<file path="config.mk">
export PLATFORM = sky130hd
export DESIGN_NAME = grey6_monitor
export DESIGN_NICKNAME = d
export VERILOG_FILES = /design/src/rtl/grey6_monitor.sv
export SDC_FILE = /design/constraint.sdc
export NUM_CORES = 1
export LEC_CHECK = 0
export ABC_AREA = 1
export ABC_CLOCK_PERIOD_IN_PS = 6980
export CAP_MARGIN = 20
export CORE_AREA = 2 2 103 75
export CTS_CLUSTER_SIZE = 12
export DETAILED_ROUTE_END_ITERATION = 12
export DIE_AREA = 0 0 105 77
export SETUP_SLACK_MARGIN = 0.3
export SLEW_MARGIN = 15
export SYNTH_ARGS = -nofsm -noshare
export SYNTH_HDL_FRONTEND = slang
export SYNTH_SLANG_ARGS = --single-unit
</file>
<file path="constraint.sdc">
create_clock -name clk -period 6.98 [get_ports clk]
set_input_delay 2.094 -clock clk [delete_from_list [all_inputs] [get_ports clk]]
set_output_delay 2.094 -clock clk [all_outputs]
set_load 0.005 [all_outputs]
</file>
<file path="src/rtl/grey6_monitor.sv">
// grey6_monitor: on-chip checker for the 6-bit grey-code counter chain.
// Samples the grey bus, converts it to binary, and checks that every
// change is a single +1 step arriving exactly PERIOD clocks after the
// previous one. Reports lock, error pulses, a saturating error count
// and the measured interval between the last two changes.
//
// Optional build macro: GREY6_MONITOR_SYNC_EN
//   defined   - grey passes through a two-flop synchronizer before the
//               sample register (asynchronous source allowed, latency 4)
//   undefined - grey feeds the sample register directly (latency 2)
//
// FSM states: IDLE    - waiting for the first change, never flags errors
//             ACQUIRE - counting consecutive good steps towards lock
//             LOCKED  - locked; any bad step, wrong interval or stall
//                       drops back to ACQUIRE
//
// Handshake: none. grey is a free-running level input; step and err are
// single-cycle pulses with no back-pressure.

module grey6_monitor #(
  parameter int PERIOD   = 5,
  parameter int LOCK_CNT = 4
) (
  input  logic       clk,
  input  logic       rst,
  input  logic [5:0] grey,
  output logic [5:0] bin,
  output logic       step,
  output logic       err,
  output logic [7:0] err_cnt,
  output logic       locked,
  output logic [7:0] interval
);

  // Compare constants sized to the registers they are compared against.
  localparam logic [7:0] C_PERIOD = 8'(PERIOD);
  localparam logic [7:0] C_STALL  = 8'(2 * PERIOD);
  localparam logic [3:0] C_LOCK   = 4'(LOCK_CNT);
  localparam logic [7:0] C_SAT    = 8'hFF;

  typedef enum logic [1:0] {
    ST_IDLE    = 2'd0,
    ST_ACQUIRE = 2'd1,
    ST_LOCKED  = 2'd2
  } state_t;

  // Grey to binary: MSB passes through, each lower bit is XOR of the
  // binary bit above it and its own grey bit.
  function automatic logic [5:0] grey2bin(input logic [5:0] g);
    logic [5:0] b;
    b[5] = g[5];
    for (int i = 4; i >= 0; i--) begin
      b[i] = b[i+1] ^ g[i];
    end
    return b;
  endfunction

  logic [5:0] w_grey_in;
  logic [5:0] r_g_s;
  logic [5:0] r_g_p;
  logic [7:0] r_ivl;
  logic [3:0] r_good;
  state_t     r_state;

  logic [5:0] w_bin_s;
  logic [5:0] w_bin_p;
  logic [5:0] w_bin_p_inc;
  logic       w_chg;
  logic       w_inc;
  logic       w_bad;
  logic       w_ivl_ok;
  logic       w_stall;
  logic       w_step_ev;
  logic       w_err_ev;

`ifdef GREY6_MONITOR_SYNC_EN
  logic [5:0] r_sync1;
  logic [5:0] r_sync2;

  // Two-flop synchronizer for an asynchronous grey source.
  always_ff @(posedge clk or posedge rst) begin
    if (rst) begin
      r_sync1 <= '0;
      r_sync2 <= '0;
    end else begin
      r_sync1 <= grey;
      r_sync2 <= r_sync1;
    end
  end

  assign w_grey_in = r_sync2;
`else
  assign w_grey_in = grey;
`endif

  // Sample and previous-sample registers feeding the comparison.
  always_ff @(posedge clk or posedge rst) begin
    if (rst) begin
      r_g_s <= '0;
      r_g_p <= '0;
    end else begin
      r_g_s <= w_grey_in;
      r_g_p <= r_g_s;
    end
  end

  // Classification of the current sample against the previous one.
  assign w_bin_s     = grey2bin(r_g_s);
  assign w_bin_p     = grey2bin(r_g_p);
  assign w_bin_p_inc = w_bin_p + 6'd1;   // 6-bit add wraps 63 -> 0
  assign w_chg       = (r_g_s != r_g_p);
  assign w_inc       = w_chg && (w_bin_s == w_bin_p_inc);
  assign w_bad       = w_chg && !w_inc;
  assign w_ivl_ok    = (r_ivl == C_PERIOD);
  assign w_stall     = !w_chg && (r_ivl == C_STALL);

  // Step and error events; only one err can occur per clock since a
  // stall needs no change while every other error needs a change.
  assign w_step_ev = (r_state != ST_IDLE) && w_inc;
  assign w_err_ev  = ((r_state != ST_IDLE) && (w_bad || (w_inc && !w_ivl_ok)))
                   || ((r_state == ST_LOCKED) && w_stall);

  // Registered binary view of the sample, independent of FSM state.
  always_ff @(posedge clk or posedge rst) begin
    if (rst) begin
      bin <= '0;
    end else begin
      bin <= w_bin_s;
    end
  end

  // Interval measurement: running count since the last change, latched
  // into interval on each change; both saturate at 255.
  always_ff @(posedge clk or posedge rst) begin
    if (rst) begin
      r_ivl    <= '0;
      interval <= '0;
    end else if (w_chg) begin
      interval <= r_ivl;
      r_ivl    <= 8'd1;
    end else if (r_ivl != C_SAT) begin
      r_ivl <= r_ivl + 8'd1;
    end
  end

  // Saturating error counter, bumped on every err pulse.
  always_ff @(posedge clk or posedge rst) begin
    if (rst) begin
      err_cnt <= '0;
    end else if (w_err_ev && (err_cnt != C_SAT)) begin
      err_cnt <= err_cnt + 8'd1;
    end
  end

  // Lock FSM with registered step/err/locked outputs.
  always_ff @(posedge clk or posedge rst) begin
    if (rst) begin
      r_state <= ST_IDLE;
      r_good  <= '0;
      step    <= 1'b0;
      err     <= 1'b0;
      locked  <= 1'b0;
    end else begin
      step <= w_step_ev;
      err  <= w_err_ev;
      case (r_state)
        ST_IDLE: begin
          // First change is only a reference point, never evaluated.
          if (w_chg) begin
            r_state <= ST_ACQUIRE;
            r_good  <= '0;
          end
        end
        ST_ACQUIRE: begin
          if (w_inc && w_ivl_ok) begin
            if ((r_good + 4'd1) == C_LOCK) begin
              r_state <= ST_LOCKED;
              locked  <= 1'b1;
              r_good  <= C_LOCK;
            end else begin
              r_good <= r_good + 4'd1;
            end
          end else if (w_chg) begin
            // Wrong interval or bad step restarts the good-step count.
            r_good <= '0;
          end
        end
        ST_LOCKED: begin
          if ((w_chg && !(w_inc && w_ivl_ok)) || w_stall) begin
            r_state <= ST_ACQUIRE;
            locked  <= 1'b0;
            r_good  <= '0;
          end
        end
        default: begin
          r_state <= ST_IDLE;
          locked  <= 1'b0;
          r_good  <= '0;
        end
      endcase
    end
  end

endmodule

</file>
======== Word level (Yosys, flattened, before mapping) ========
Index checks and enable logic that the tools add are counted.
operators by class
  add/sub/neg operators ................... 4
  eq/ne operators ......................... 13
  mux-type cells .......................... 16
  bitwise logic cells ..................... 11
  reductions and logical operators ........ 22
operators by type and width
  operator               number
  $add A8 B1 Y8 const B  2
  $mux W4                4
  $mux W8                2
  $ne A8 B8 Y1 const B   2
  $pmux W4 S3            1
  $logic_and A1 B1 Y1    10
  $xor A1 B1 Y1          10
  $eq A8 B3 Y1 const B   1
  $eq A8 B4 Y1 const B   1
  $mux W2                4
  $reduce_and A4 Y1      2
  $add A6 B1 Y6 const B  1
  $eq A6 B6 Y1           1
  $ne A2 B2 Y1 const B   3
  $ne A6 B6 Y1           1
  $pmux W2 S3            1
  $add A4 B1 Y4 const B  1
  $eq A4 B3 Y1 const B   1
  $logic_not A1 Y1       4
  $reduce_bool A2 Y1     2
  $logic_or A1 B1 Y1     3
  $mux W1                3
  $pmux W1 S3            1
  $eq A2 B1 Y1 const B   1
  other kinds (4)        4
word-level totals
  flip-flop bits (word level) ............. 51
  input bits .............................. 8
  output and inout bits ................... 25
  logic and storage cells ................. 77

======== Depth between registers and ports, before layout ========
Gate-level depths: netlist of the first run.
  depth in word-level cells ............... 14
  mapped depth ............................ 27
  mapped depth without buffers ............ 27

======== Least setup slack after synthesis of the first run ========
OpenSTA, ideal clock, no wires.
  kind .................................... register to register
  start point ............................. reg r_g_p[4]
  end point ............................... reg r_good[1]
  setup time .............................. 0.113 ns
  arrival time ............................ 3.090 ns
  data required time ...................... 6.867 ns
  slack ................................... 3.777 ns
  stages on the path, launching flop included .. 28
  path buffers ............................ 0
  period minus slack after synthesis ...... 3.203 ns
  cells stage by stage .................... dfrtp_1 > xnor2_1 > inv_1 > ha_1 > inv_1 > ha_1 > inv_1 > ha_1 > inv_1 > ha_1 > inv_1 > nand2_1 > nand2_1 > nand2_1 > inv_1 > nand2_1 > nand2_1 > nand3_1 > nor2_1 > nand2_1 > nor2_4 > nand3_4 > nand2_2 > nand2_2 > inv_2 > nand2_1 > nand2_1 > inv_1
between the ends
  cells in the longest elaborated chain, start to end .. 13
  elaborated cells between the ends (all ways) .. 19
  those cells by class .................... add/sub (1); eq/ne (3); mux (3); bitwise (5); reduce/logical (7)
ends and longest elaborated chain
  what                           RTL line  text
  from (decl)                    60        logic [5:0] r_g_p;
  from (signal assigned)         103       r_g_p <= r_g_s;
  $xor A1 B1 Y1 (5 in series)    53        b[i] = b[i+1] ^ g[i];
  $add A6 B1 Y6                  110       assign w_bin_p_inc = w_bin_p + 6'd1;
  $eq A6 B6 Y1                   112       assign w_inc = w_chg && (w_bin_s == w_bin_p_inc);
  $logic_and A1 B1 Y1            112
  $logic_and A1 B1 Y1            175, 189
  $logic_not A1 Y1               189       if ((w_chg && !(w_inc && w_ivl_ok)) || w_stall) begin
  $logic_and A1 B1 Y1            189
  $logic_or A1 B1 Y1             189
  $ne A2 B1 Y1 (no source line)  -
  to (signal assigned)           181       r_good <= r_good + 4'd1;
  to (decl)                      62        logic [3:0] r_good;
Parallel ways exist; a longest one is shown, timed or not.
A chain may end at the register's enable or synchronous reset.

==> impl_metrics.ini, run 1 <==
[yosys]
synthCells = 328
ys_types = 26
avgSynthCellArea_um2 = 8.38
syn_area_um2 = 2750
synth_top_area_share = 0.455
synth_top_cell_by_area = dfrtp_1
ys_warn_count = 0
synth_nets = 346
yosysSeqAreaShare = 0.455
synth_seq_cells = 50
ys_top_cells_by_area = dfrtp_1 45%, nand2_1 11%, nand3_1 6.6%, inv_1 6.3%, ha_1 4.5%

[clock_network]
cts_tree = yes
clk_pin_slew_ns = 0.10
cts_made_buffers = 5
cts.sinks = 50
clock_latency_ns = 0.32
cts-root-buf = clkbuf_8
postCtsSetupRepairBufs = 0
clockBufferDepth = 2
cts_resized = 0
cts_hold_buf = 0
h-tree-depth = 2

[run]
cap_violations = 0

[global_route]
grt_pass1_wl_um = 9590
grt_pass1_vias = 2019
grt_max_degree = 51
grt_use_total = 0.147
busiest_layer = met1
grtUsageMet3 = 0.0255
gr-usage-met1 = 0.219
grt_overflow = 0
grtUsageMet2 = 0.214
antenna_found_initial = 0

[worst_setup_path]
worstPathRequired_ns = 7.19
crit_family = simple AND/OR/NAND/NOR gates
worst_ep_arrival_time_ns = 3.85
cp_slowest_cell = dfrtp_1
r2r-start = bin[5]
max_stage_delay_ns = 0.43
crit_start = bin[5]
path_common_cell = nand2_1
setup.worst_path.end_class = flip-flop
crit_type = reg2reg
cp_max_fo = 9
critPathLaunchType = flip-flop
critPathBufInv = 8

[routing]
viasPerCell = 4.61
vias = 2131
drt_iter0_markers = 89
wl_um = 5300
antenna_left = 0
drcViolationCount = 0
first_pass_iters = 4
wl_per_cell_um = 11.5

[layout]
multi_input_area_um2 = 1290
seqCellArea_um2 = 1250
final_util = 0.461
layout-drive-gt1-share = 0.110
insertedDiodeCount = 0
syn_to_final_growth_pct = 19.0
final_cells = 462
fillerInstances = 729
finalNetCount = 381

[sta]
slew_headroom = 0.428
drv_slew = 0
fmax_ghz = 0.275
fin_crit_ns = 3.63
skew_ns = 0.00931
finalWorstSetupSlack_ns = 3.35
tightest_slew_ns = 0.857
fin_tns_setup_ns = 0
fin_crit_sh = 0.521
setup_viol = 0
hold_violations = 0
rsz0062_at_grt = no

[floorplan]
rows = 26
die_w_um = 105
die_area_um2 = 8090
boundaryPins = 33
die_h_um = 77
start_util = 0.388
core-area_um2 = 7090

[placed_design]
dp_worst_setup_slack_ns = 3.39
dp_cells = 454
gp_congestion = 0.808
place_hpwl_um = 3940
port_buffers = 32

[power]
power_leakage_nw = 1.63
vdd.ir_drop.worst_mv = 0.0962
p_total_uw = 712
p_per_area_nw_per_um2 = 218

[min_path]
min-delay-start = r_g_s[5]
hp-class = reg2reg

[run_status]
status = finished clean
-- cells in the final DEF (no fill, tap or decap), types with 2 or more instances in the layout --
| master | instances |
|---|---|
| nor3_1 | 7 |
| a21oi_1 | 5 |
| inv_1 | 45 |
| xor2_1 | 10 |
| o21ai_0 | 14 |
| a31oi_1 | 2 |
| nand3_4 | 4 |
| clkbuf_8 | 5 |
| dfrtp_1 | 50 |
| a211oi_1 | 2 |
| nand2_4 | 6 |
| nand3_2 | 8 |
| inv_2 | 3 |
| nand4_1 | 4 |
| ha_1 | 10 |
| nor2_1 | 21 |
| clkdlybuf4s50_1 | 32 |
| nand2_2 | 7 |
| xnor2_1 | 3 |
| nand3_1 | 36 |
| nand2_1 | 82 |
-- sequential cells by signal, indices dropped and copies added (netlist names) --
register / flops
err_cnt: 8
interval: 8
r_ivl: 8
bin: 6
r_g_s: 6
r_g_p: 5
r_good: 4
r_state: 2
err: 1
locked: 1
step: 1
-- worst register-to-register path: stages (launching register included) --
cell and delay (ns):
dfrtp_1 0.43, xnor2_1 0.19, inv_1 0.08, ha_1 0.30, inv_1 0.06, ha_1 0.32, inv_1 0.05, ha_1 0.26
inv_1 0.04, ha_1 0.29, inv_1 0.14, nand2_1 0.07, nand2_1 0.06, nand2_1 0.06, inv_1 0.06, nand2_1 0.05
nand2_1 0.05, nand3_1 0.06, nor2_1 0.11, nand2_1 0.09, nor2_4 0.14, nand3_4 0.15, nand2_2 0.10, nand2_2 0.12
inv_2 0.12, nand2_1 0.05, nand2_1 0.06, inv_1 0.03
-- power breakdown --
| group | total (mW) | switching, mW | internal (mW) |
|---|---|---|---|
| sequential | 0.348 | 0.0308 | 0.317 |
| combinational | 0.182 | 0.0893 | 0.0930 |
| clock | 0.182 | 0.107 | 0.0751 |
-- cell families (layout without fill, tap and decap cells) --
group,after synthesis,count (layout),share of synthesized area
flip-flops,50,50,0.455
XOR/XNOR,13,13,0.0414
adder cells (fa/ha/maj),10,10,0.0455
buffers and inverters,53,89,0.0742
AO/OA/AOI/OAI,23,23,0.0446
AND/OR/NAND/NOR,179,179,0.339
-- metal layers --
layer	wire length, um	vias to the layer above
met1	2900	997
met5	0	-
met3	107	8
li1	-	1110
met4	87	0
met2	2200	16
-- cells in the mapped netlist --
cell / instances
nand2_1: 82
nand2_4: 6
dfrtp_1: 50
buf_2: 1
clkbuf_1: 2
nor2_4: 1
inv_1: 46
nand3b_1: 1
nor3_1: 7
xor2_1: 10
nand3_1: 36
nand3_2: 8
nand4_1: 4
nand2_2: 7
or2_2: 1
ha_1: 10
o21ai_0: 14
a211oi_1: 2
buf_4: 1
inv_2: 3
a31oi_1: 2
nand3_4: 4
nor2_1: 21
nand2_8: 1
xnor2_1: 3
a21oi_1: 5
-- metrics by stage --
stage	cell area, um^2	hold WS [ns]
6_report	3270	0.462
2_1_floorplan	2750	0.413
4_1_cts	3270	0.472
5_1_grt	3270	0.509
3_5_place_dp	3170	0.457
3_3_place_gp	3170	0.448
-- cell type report --
class / instances / area share
clock inverters: 3 / 0.00880
multi-input cells: 225 / 0.396
well taps: 98 / 0.0375
clock buffers: 5 / 0.0210
flip-flops and latches: 50 / 0.382
inverters: 49 / 0.0566
repair buffers: 32 / 0.0979
-- worst paths after layout --
path	cells after the start	end	slack, ns
max	27	r_good[1]	3.35
min	0	bin[5]	0.46
max reg2reg	27	r_good[1]	3.35
min reg2reg	0	bin[5]	0.46
max in group asynchronous	2	step	4.23
min in group asynchronous	2	r_ivl[4]	2.24
(Power assumes the default switching activity.)
==> run 2: changes to the inputs <==
- ABC_CLOCK_PERIOD_IN_PS: 6980 -> 3500
- clock period: 6.98 -> 3.5 ns (I/O delays scaled with it)
==> run 2 against run 1 <==
Register-to-register slack lost 3.1 ns. First-iteration DRC count grew 46%. Clock-buffer cell count is the same. Combinational power grew 140%. Non-clock buffer count grew 14. Flip-flop and latch count is the same. Routed wire length grew 9.3%. Cell area grew 8.8%. Clock power grew 130%. Critical path depth shrank 5. Critical endpoint is now err_cnt[5].
==> impl_metrics.ini, run 2 (synthesized netlist as in run 1, its figures left out) <==
[min_path]
min-delay-start = r_g_s[0]
hp-class = reg2reg
min_to = r_g_p[0]
hold_depth = 0

[floorplan]
boundaryPins = 33
die_w_um = 105
rows = 26
start_util = 0.388
die_area_um2 = 8090
core-area_um2 = 7090
die_h_um = 77

[sta]
setup_viol = 0
skew_ns = 0.00906
tightest_slew_ns = 0.639
fin_crit_ns = 3.25
fin_tns_setup_ns = 0
fin_crit_sh = 0.928
slew_headroom = 0.574
rsz0062_at_grt = yes
hold_violations = 0
fmax_ghz = 0.308
drv_slew = 0
finalWorstSetupSlack_ns = 0.251

[worst_setup_path]
crit_type = reg2reg
r2r-start = bin[5]
crit_chain = xnor2_2 > inv_2 > ha_4 > inv_4 > ha_4 > inv_4 > ha_4 > inv_2 > ha_4 > inv_4 > nand3_1 > xor2_2 > nand3_2 > nor2_1 > nand2_1 > nor2_4 > nand3_4 > nand3_4 > nand2_4 > nand2_8 > nand2_1 > nand2_1
worst_ep_arrival_time_ns = 3.50
critPathBufInv = 5
cp_slowest_cell = dfrtp_1
reg2regPathDepth = 22
crit_family = simple AND/OR/NAND/NOR gates
critPathLaunchType = flip-flop
path_common_cell = ha_4
cp_max_fo = 8
worstPathRequired_ns = 3.75
rrSetupSlack_ns = 0.25
r2r-end = err_cnt[5]
setup.worst_path.end_class = flip-flop
max_stage_delay_ns = 0.42

[layout]
syn_to_final_growth_pct = 29.5
final_cell_mix = 81 x nand2_1, 50 x dfrtp_1, 40 x inv_1
multi_input_area_um2 = 1420
seqCellArea_um2 = 1250
final_common_cell = nand2_1
final_util = 0.502
biggestRegsByFlops = err_cnt x8, interval x8, r_ivl x8
insertedDiodeCount = 0
fillerInstances = 684
finalNetCount = 396
layout-drive-gt1-share = 0.193

[clock_network]
cts_tree = yes
cts.sinks = 50
clockBufferDepth = 2
cts_made_buffers = 5
clk_pin_slew_ns = 0.10
cts-root-buf = clkbuf_8
clock_latency_ns = 0.31
cts_hold_buf = 0
h-tree-depth = 2

[power]
p_per_area_nw_per_um2 = 434
vdd.ir_drop.worst_mv = 0.236
power_leakage_nw = 1.72

[global_route]
grt_use_total = 0.151
grt_pass1_wl_um = 9950
grt_pass1_vias = 2107
grt_overflow = 0
grt_max_degree = 30
antenna_found_initial = 0

[routing]
antenna_left = 0
drcViolationCount = 0
drt_iter0_markers = 130
wl_per_cell_um = 12.1
vias = 2265
wl_um = 5790
viasPerCell = 4.75
first_pass_iters = 4

[placed_design]
dp_worst_setup_slack_ns = 0.0404
gp_congestion = 0.820
port_buffers = 32
place_hpwl_um = 4080

[run_status]
status = finished clean

[run]
cap_violations = 0
==> run 2: area by class of cell <==
| cell class | instances | area share |
|---|---|---|
| Clock inverter | 3 | 0.0134 |
| Clock buffer | 5 | 0.0193 |
| Multi-Input combinational cell | 226 | 0.400 |
| Timing Repair Buffer | 46 | 0.126 |
| Tap cell | 98 | 0.0344 |
| Sequential cell | 50 | 0.351 |
| Inverter | 49 | 0.0552 |
==> run 2: how the worst max path moves through the flow <==
stage          cells after the start     start  slack [ns]    endpoint
2_1_floorplan                     27    bin[5]        0.31   r_good[1]
3_3_place_gp                      27    bin[5]         0.1   r_good[1]
3_5_place_dp                      27    bin[5]        0.04   r_good[1]
4_1_cts                           27  r_g_p[4]        0.23   r_good[1]
5_1_grt                           23    bin[5]        0.06   r_good[1]
6_report                          22    bin[5]        0.25  err_cnt[5]
==> run 2: through the flow <==
stage          hold WS (ns)  power, mW  cell area [um^2]  instances
2_1_floorplan         0.413      0.927              2750        328
3_3_place_gp          0.446       1.07              3190        455
3_5_place_dp          0.448       1.08              3190        455
4_1_cts               0.470       1.54              3470        474
5_1_grt               0.491       1.64              3560        477
6_report              0.470       1.54              3560        477
==> run 2: repair_timing <==
item                                    4_1_cts  5_1_grt
cloned                                        1        0
pin swaps                                    15       18
buffers inserted                             10        3
endpoints found under the setup margin       16       17
gates resized for setup                      15       14
==> run 2: power by group <==
part	total, mW	switching [mW]	internal [mW]
Sequential	0.693	0.0611	0.632
Combinational	0.429	0.201	0.228
Clock	0.423	0.206	0.217
Total	1.54	0.468	1.08
==> run 2: layer usage <==
layer  track usage  part of all wire
met1         0.220              0.51
met2         0.229              0.45
met3        0.0281             0.029
met4        0.0413             0.012
met5             0                 0
